## src/rtl/imem_pkg.sv

```systemverilog
// Shared types and constants for the loadable instruction memory.
// Holds the controller state encoding and the default NOP encoding.
package imem_pkg;

  typedef enum logic [1:0] {
    ST_CLEAR,
    ST_RUN,
    ST_LOAD
  } state_t;

  localparam logic [7:0] NOP_WORD_DEFAULT = 8'h00;

endpackage

```

## src/rtl/imem_ram.sv

```systemverilog
// Single-write-port, single synchronous-read-port word store.
// The read register only updates when re is high, so callers can hold the last fetched word.
module imem_ram #(
  parameter int DATA_W = 8,
  parameter int DEPTH  = 256,
  parameter int AW     = 8
) (
  input  logic              clk,
  input  logic              we,
  input  logic [AW-1:0]     waddr,
  input  logic [DATA_W-1:0] wdata,
  input  logic              re,
  input  logic [AW-1:0]     raddr,
  output logic [DATA_W-1:0] rdata
);

  logic [DATA_W-1:0] mem [DEPTH];

  // NOTE: the array has no reset so it maps onto block RAM; the clear sweep initialises it instead.
  always_ff @(posedge clk) begin
    if (we) mem[waddr] <= wdata;
    if (re) rdata <= mem[raddr];
  end

endmodule

```

## src/rtl/instr_mem_loadable.sv

```systemverilog
// Instruction memory with registered fetch port, run-time streaming load port
// and a NOP clear sweep after every reset.
module instr_mem_loadable
  import imem_pkg::*;
#(
  parameter int                DATA_W   = 8,
  parameter int                ADDR_W   = 8,
  parameter int                DEPTH    = 256,
  parameter logic [DATA_W-1:0] NOP_WORD = DATA_W'(NOP_WORD_DEFAULT)
) (
  input  logic              clk,
  input  logic              reset,
  input  logic              fetch_en,
  input  logic              stall,
  input  logic [ADDR_W-1:0] pc,
  output logic [DATA_W-1:0] instr,
  output logic              instr_valid,
  output logic              instr_err,
  input  logic              load_start,
  input  logic [ADDR_W-1:0] load_base,
  input  logic [ADDR_W:0]   load_len,
  input  logic              load_valid,
  input  logic [DATA_W-1:0] load_data,
  output logic              load_ready,
  output logic              busy,
  output logic              load_done
);

  localparam int                RAM_AW  = (DEPTH > 1) ? $clog2(DEPTH) : 1;
  localparam logic [ADDR_W:0]   DEPTH_X = (ADDR_W + 1)'(DEPTH);
  localparam logic [RAM_AW-1:0] LAST    = RAM_AW'(DEPTH - 1);
  localparam logic [ADDR_W:0]   REM_ONE = (ADDR_W + 1)'(1);

  state_t              state, state_nx;
  logic [RAM_AW-1:0]   clr_addr, wr_addr;
  logic [ADDR_W:0]     remaining;
  logic [ADDR_W:0]     base_rem;
  logic                instr_nop;
  logic [DATA_W-1:0]   ram_q;
  logic                pc_in_range, fetch_go;
  logic                ram_we, ram_re;
  logic [RAM_AW-1:0]   ram_waddr;
  logic [DATA_W-1:0]   ram_wdata;

  assign pc_in_range = {1'b0, pc} < DEPTH_X;
  assign fetch_go    = (state == ST_RUN) && fetch_en && !stall;
  assign ram_re      = fetch_go && pc_in_range;
  assign base_rem    = {1'b0, load_base} % DEPTH_X;

  assign busy        = (state != ST_RUN);
  assign load_ready  = (state == ST_LOAD);
  // Out-of-range fetches and non-RUN cycles present NOP without touching the RAM read register.
  assign instr       = instr_nop ? NOP_WORD : ram_q;

  // NOTE: every output of this block is given a default first so no latch is inferred.
  always_comb begin
    state_nx  = state;
    ram_we    = 1'b0;
    ram_waddr = clr_addr;
    ram_wdata = NOP_WORD;
    unique case (state)
      ST_CLEAR: begin
        ram_we = 1'b1;
        if (clr_addr == LAST) state_nx = ST_RUN;
      end
      ST_RUN: begin
        if (load_start) state_nx = ST_LOAD;
      end
      ST_LOAD: begin
        if (load_valid) begin
          ram_we    = 1'b1;
          ram_waddr = wr_addr;
          ram_wdata = load_data;
          if (remaining == REM_ONE) state_nx = ST_RUN;
        end
      end
      default: state_nx = ST_CLEAR;
    endcase
    // Reset aborts immediately: no write lands on the reset edge.
    if (reset) ram_we = 1'b0;
  end

  // NOTE: sequential state uses non-blocking assignments so all registers update together.
  always_ff @(posedge clk) begin
    if (reset) begin
      state       <= ST_CLEAR;
      clr_addr    <= '0;
      wr_addr     <= '0;
      remaining   <= '0;
      load_done   <= 1'b0;
      instr_nop   <= 1'b1;
      instr_valid <= 1'b0;
      instr_err   <= 1'b0;
    end else begin
      state     <= state_nx;
      load_done <= 1'b0;

      unique case (state)
        ST_CLEAR: clr_addr <= (clr_addr == LAST) ? '0 : clr_addr + 1'b1;
        ST_RUN: begin
          if (load_start) begin
            wr_addr   <= RAM_AW'(base_rem);
            remaining <= (load_len == '0) ? REM_ONE : load_len;
          end
        end
        ST_LOAD: begin
          if (load_valid) begin
            wr_addr   <= (wr_addr == LAST) ? '0 : wr_addr + 1'b1;
            remaining <= remaining - 1'b1;
            if (remaining == REM_ONE) load_done <= 1'b1;
          end
        end
        default: ;
      endcase

      if (!stall) begin
        if (state == ST_RUN) begin
          if (fetch_en) begin
            instr_nop   <= !pc_in_range;
            instr_err   <= !pc_in_range;
            instr_valid <= 1'b1;
          end else begin
            instr_valid <= 1'b0;
          end
        end else begin
          instr_nop   <= 1'b1;
          instr_err   <= 1'b0;
          instr_valid <= 1'b0;
        end
      end
    end
  end

  imem_ram #(
    .DATA_W (DATA_W),
    .DEPTH  (DEPTH),
    .AW     (RAM_AW)
  ) u_ram (
    .clk   (clk),
    .we    (ram_we),
    .waddr (ram_waddr),
    .wdata (ram_wdata),
    .re    (ram_re),
    .raddr (RAM_AW'(pc)),
    .rdata (ram_q)
  );

endmodule
```

## config.mk

```make
export PLATFORM = sky130hd
export DESIGN_NAME = instr_mem_loadable
export DESIGN_NICKNAME = d
export VERILOG_FILES = /design/src/rtl/imem_pkg.sv /design/src/rtl/imem_ram.sv /design/src/rtl/instr_mem_loadable.sv
export SDC_FILE = /design/constraint.sdc
export NUM_CORES = 2
export LEC_CHECK = 0
export BUFFER_PORTS_ARGS = -buffer_cell sky130_fd_sc_hd__buf_2
export CAP_MARGIN = 40
export CORE_ASPECT_RATIO = 2
export CORE_UTILIZATION = 55
export CTS_CLUSTER_SIZE = 12
export DETAILED_ROUTE_END_ITERATION = 8
export PLACE_DENSITY = 0.83
export SYNTH_ARGS = -nofsm -noshare
export SYNTH_HDL_FRONTEND = slang
export SYNTH_SLANG_ARGS = --single-unit
```

## constraint.sdc

```tcl
create_clock -name clk -period 7.3 [get_ports clk]
set_input_delay 0.73 -clock clk [delete_from_list [all_inputs] [get_ports clk]]
set_output_delay 0.73 -clock clk [all_outputs]
set_load 0.1 [all_outputs]
```

==> metrics.md <==
| Metric | Value |
|---|---|
| Max Clock Freq | `227 MHz` |
| DRC Markers | `18` |
| Number of flops mapped to enable cells by yosys | `2,056` |
| Clk buf depth | `4` |
| Hold Crit Class | `in -> reg` |
| Crit share post-route | `0.603` |
| List of most frequent post-synthesis cells | `edfxtp_1 (2,056), mux4_2 (456), nor2_1 (308)` |
| RSZ-0062 raised after global routing | `false` |
| Mapped Cells | `3,982` |
| Crit path from | `state[1]$_SDFFE_PP0P_` |
| Fin Setup TNS | `0 ps` |
| R2R Path Start | `state[1]$_SDFFE_PP0P_` |
| Clock Sinks | `2,086` |
| Cell count after placement | `5,851` |
| Share of cells above drive strength 1 | `0.218` |
| Post-synthesis instance area | `approximately 0.081 mm^2` |
| Critical Path AT | `4840 ps` |
| Sw frac | `0.208` |
| Pwr/cell area | `around 260 mW/mm^2` |
| Leading area contributor after synthesis | `edfxtp_1` |
| Synth Register Bits | `2,086` |
| Port Buffers | `50` |
| Max cap viols | `0` |
| Setup violators final | `0` |
| GRT Max-Usage Layer | `met2` |
| Hold Startpoint | `load_base[0]` |
| Cell Rows | `199` |
| Global routing usage on met3 | `0.0687` |
| H-tree level count | `4` |
| Post-route non-filler standard cell count | `6,105` |
| Final ANT Viol Nets | `0` |
| Initial Util | `0.554` |
| Net Switching | `4.79 mW` |
| Post-synth top area share | `0.759` |
| Clock Pin Slew Worst Setup and Hold Paths | `approximately 60 ps` |
| LEAKAGE | `25.7 nW` |
| Comb pwr share | `0.040` |
| Seq/Total Area, Yosys | `0.767` |
| Int Power | `between 15 and 20 mW` |
| Synth Net Count | `4,025` |
| Postcts setup bufs | `0` |
| Main synth FF type | `edfxtp_1` |
| Max Slew Vio Count | `0` |
| Hold Path Depth | `3` |
| Area contributors post-synth | `edfxtp_1 (76%), mux4_2 (13%), a22oi_1 (1.6%)` |
| Grt met1 use | `0.324` |
| Crit path kind | `reg -> reg` |
| Cells on worst reg2reg path | `9` |
| First-pass GRT wire length | `319,000 um` |
| Grt met2 use | `0.509` |
| Yosys cell types | `62` |
| Drt wl/cell | `approximately 37 um` |
| CTS Buf Count | `200` |
| Routed WL | `225,000 um` |
| Reg power frac | `0.564` |
| Slew @ Worst Pin | `1360 ps` |
| Area of the die | `0.149 mm^2` |
| First-pass DRT Iterations | `9` |
| Hpwl dp | `around 130,000 um` |
| Slew margin rel. | `0.0908` |
| Clock Latency Late Sink | `830 ps` |
| Overflow left after global routing | `0` |
| Top-count cell post-synth | `edfxtp_1` |
| Peak supply drop | `~0.0002 V` |
| Vias in the first global route | `about 45,000` |
| Post-synth ARST share | `0` |
| Clock network power share | `0.395` |
| Post-CTS sizing | `0` |
| Yosys warns | `0` |
| RePlAce Congestion | `0.901` |
| Initial DRC Count | `7,021` |
| Syn_area_per_cell | `20.4 um^2` |
| Root Driver | `clkbuf_16` |
| DR vias/cell | `7.25` |
| Tmin final | `4410 ps` |
| CP Launch Type | `flip-flop` |
| Chip width | `274 um` |
| # IOs | `52` |
| Area grow syn2layout | `10.1%` |
| Skew final | `37.0 ps` |
| Overall die height | `between 500 and 600 um` |
| CTS tree | `done` |
| Nets@finish | `4,199` |
| Kind of end point of the critical path | `flip-flop` |
| Core Box Area | `0.147 mm^2` |
| Hold-fix buffers, CTS | `0` |
| Pin count of the biggest net entering global routing | `257` |
| Status | `finished, violations left` |
| Vias | `44,200` |
| Worst-path maximum fanout | `30` |
| Failing checks | `design-rule violations` |
| Gr usage total | `0.302` |
| Initial antenna violation count | `6` |
| CP required | `7740 ps` |
| # fillers | `approximately 9,200` |
| Final hold vios | `0` |
-- placed cells by master, fill, tap and decap left out, drive strengths merged, types with 10 or more instances in the layout --
master	n
mux2i	125
nor3	20
or3	10
a211oi	28
and3	12
a22o	22
buf	207
nor2b	18
nand2b	10
nor2	309
a221oi	13
mux4	456
dfxtp	30
edfxtp	2056
o221ai	40
nand3	32
a21oi	92
clkbuf	225
nand2	132
a22oi	175
nor4	19
inv	12
o21ai	30
nand3b	11
o22ai	20
-- cells by family after synthesis --
group / after synthesis / synth area share
AOI/OAI and AO/OA: 457 / 0.0397
xor gates and xnor gates: 5 / 0.000539
adders and majority gates: 4 / 0.000616
buffers and inverters: 244 / 0.0179
DFF: 2086 / 0.767
muxes: 587 / 0.143
other: 1 / 0.0000461
and+or+nand+nor: 598 / 0.0321
-- worst max-delay path, stage by stage (launching register included) --
cell and delay [ps]:
dfxtp_1 480, nand2b_1 90, buf_4 220, inv_2 370, nand2_1 460, or3_1 460, o31ai_2 160, nand3_1 600
buf_4 450, nor2_1 730
-- layer usage --
metal,share of wire,wire [um],vias to the layer above
li1,-,-,16700
met1,0.29,64500,22100
met2,0.50,114000,4225
met3,0.11,24900,1189
met4,0.099,22300,8
met5,0.00026,58,-
-- final timing paths --
path,to,slack [ps]
worst min register to register,remaining[1]$_SDFFE_PP0P_,480
worst max register to register,u_ram.mem[108][7]$_DFFE_PP_,2890
worst max-delay path,u_ram.mem[108][7]$_DFFE_PP_,2890
worst min-delay path,wr_addr[0]$_SDFFE_PP0P_,230
-- power by group through the flow --
stage / Clock, mW / Sequential (mW) / Combinational [mW]
5_1_grt: 9.40 / 13.0 / 0.939
6_report: 9.09 / 13.0 / 0.925
4_1_cts: 9.07 / 13.0 / 0.893
2_1_floorplan: 0 / 13.2 / 0.583
3_5_place_dp: 0 / 13.2 / 0.873
3_3_place_gp: 0 / 13.2 / 0.841
-- per-stage QoR --
step | utilization | cell area [um^2] | hold WS [ps] | worst slack, ps | power, mW
final | 0.609 | 89500 | 234 | 2890 | 23.0
after global routing | 0.609 | 89500 | 246 | 2720 | 23.3
after CTS | 0.608 | 89400 | 212 | 3050 | 22.9
after detailed placement | 0.573 | 84200 | 476 | 2630 | 14.1
after global placement | 0.568 | 83400 | 457 | 1860 | 14.1
after floorplan | - | 81300 | 441 | 1010 | 13.8
-- final cells by class --
class / instances / area [um^2] / area share
Sequential cell: 2086 / 62300 / 0.697
Multi-Input combinational cell: 1652 / 17600 / 0.197
Clock buffer: 225 / 5120 / 0.0572
Tap cell: 1909 / 2390 / 0.0267
Timing Repair Buffer: 208 / 1860 / 0.0208
Clock inverter: 8 / 77.6 / 0.000867
Inverter: 8 / 30.0 / 0.000336
Antenna cell: 9 / 22.5 / 0.000252
-- sequential cells by signal, summed over array words and instances, names as in the netlist --
register,cells
instr_nop,1
remaining,9
state,2
wr_addr,8
instr_valid,1
clr_addr,8
u_ram.mem,2048
load_done,1
u_ram.rdata,8
Note: power is estimated with default switching activity, not from simulation.
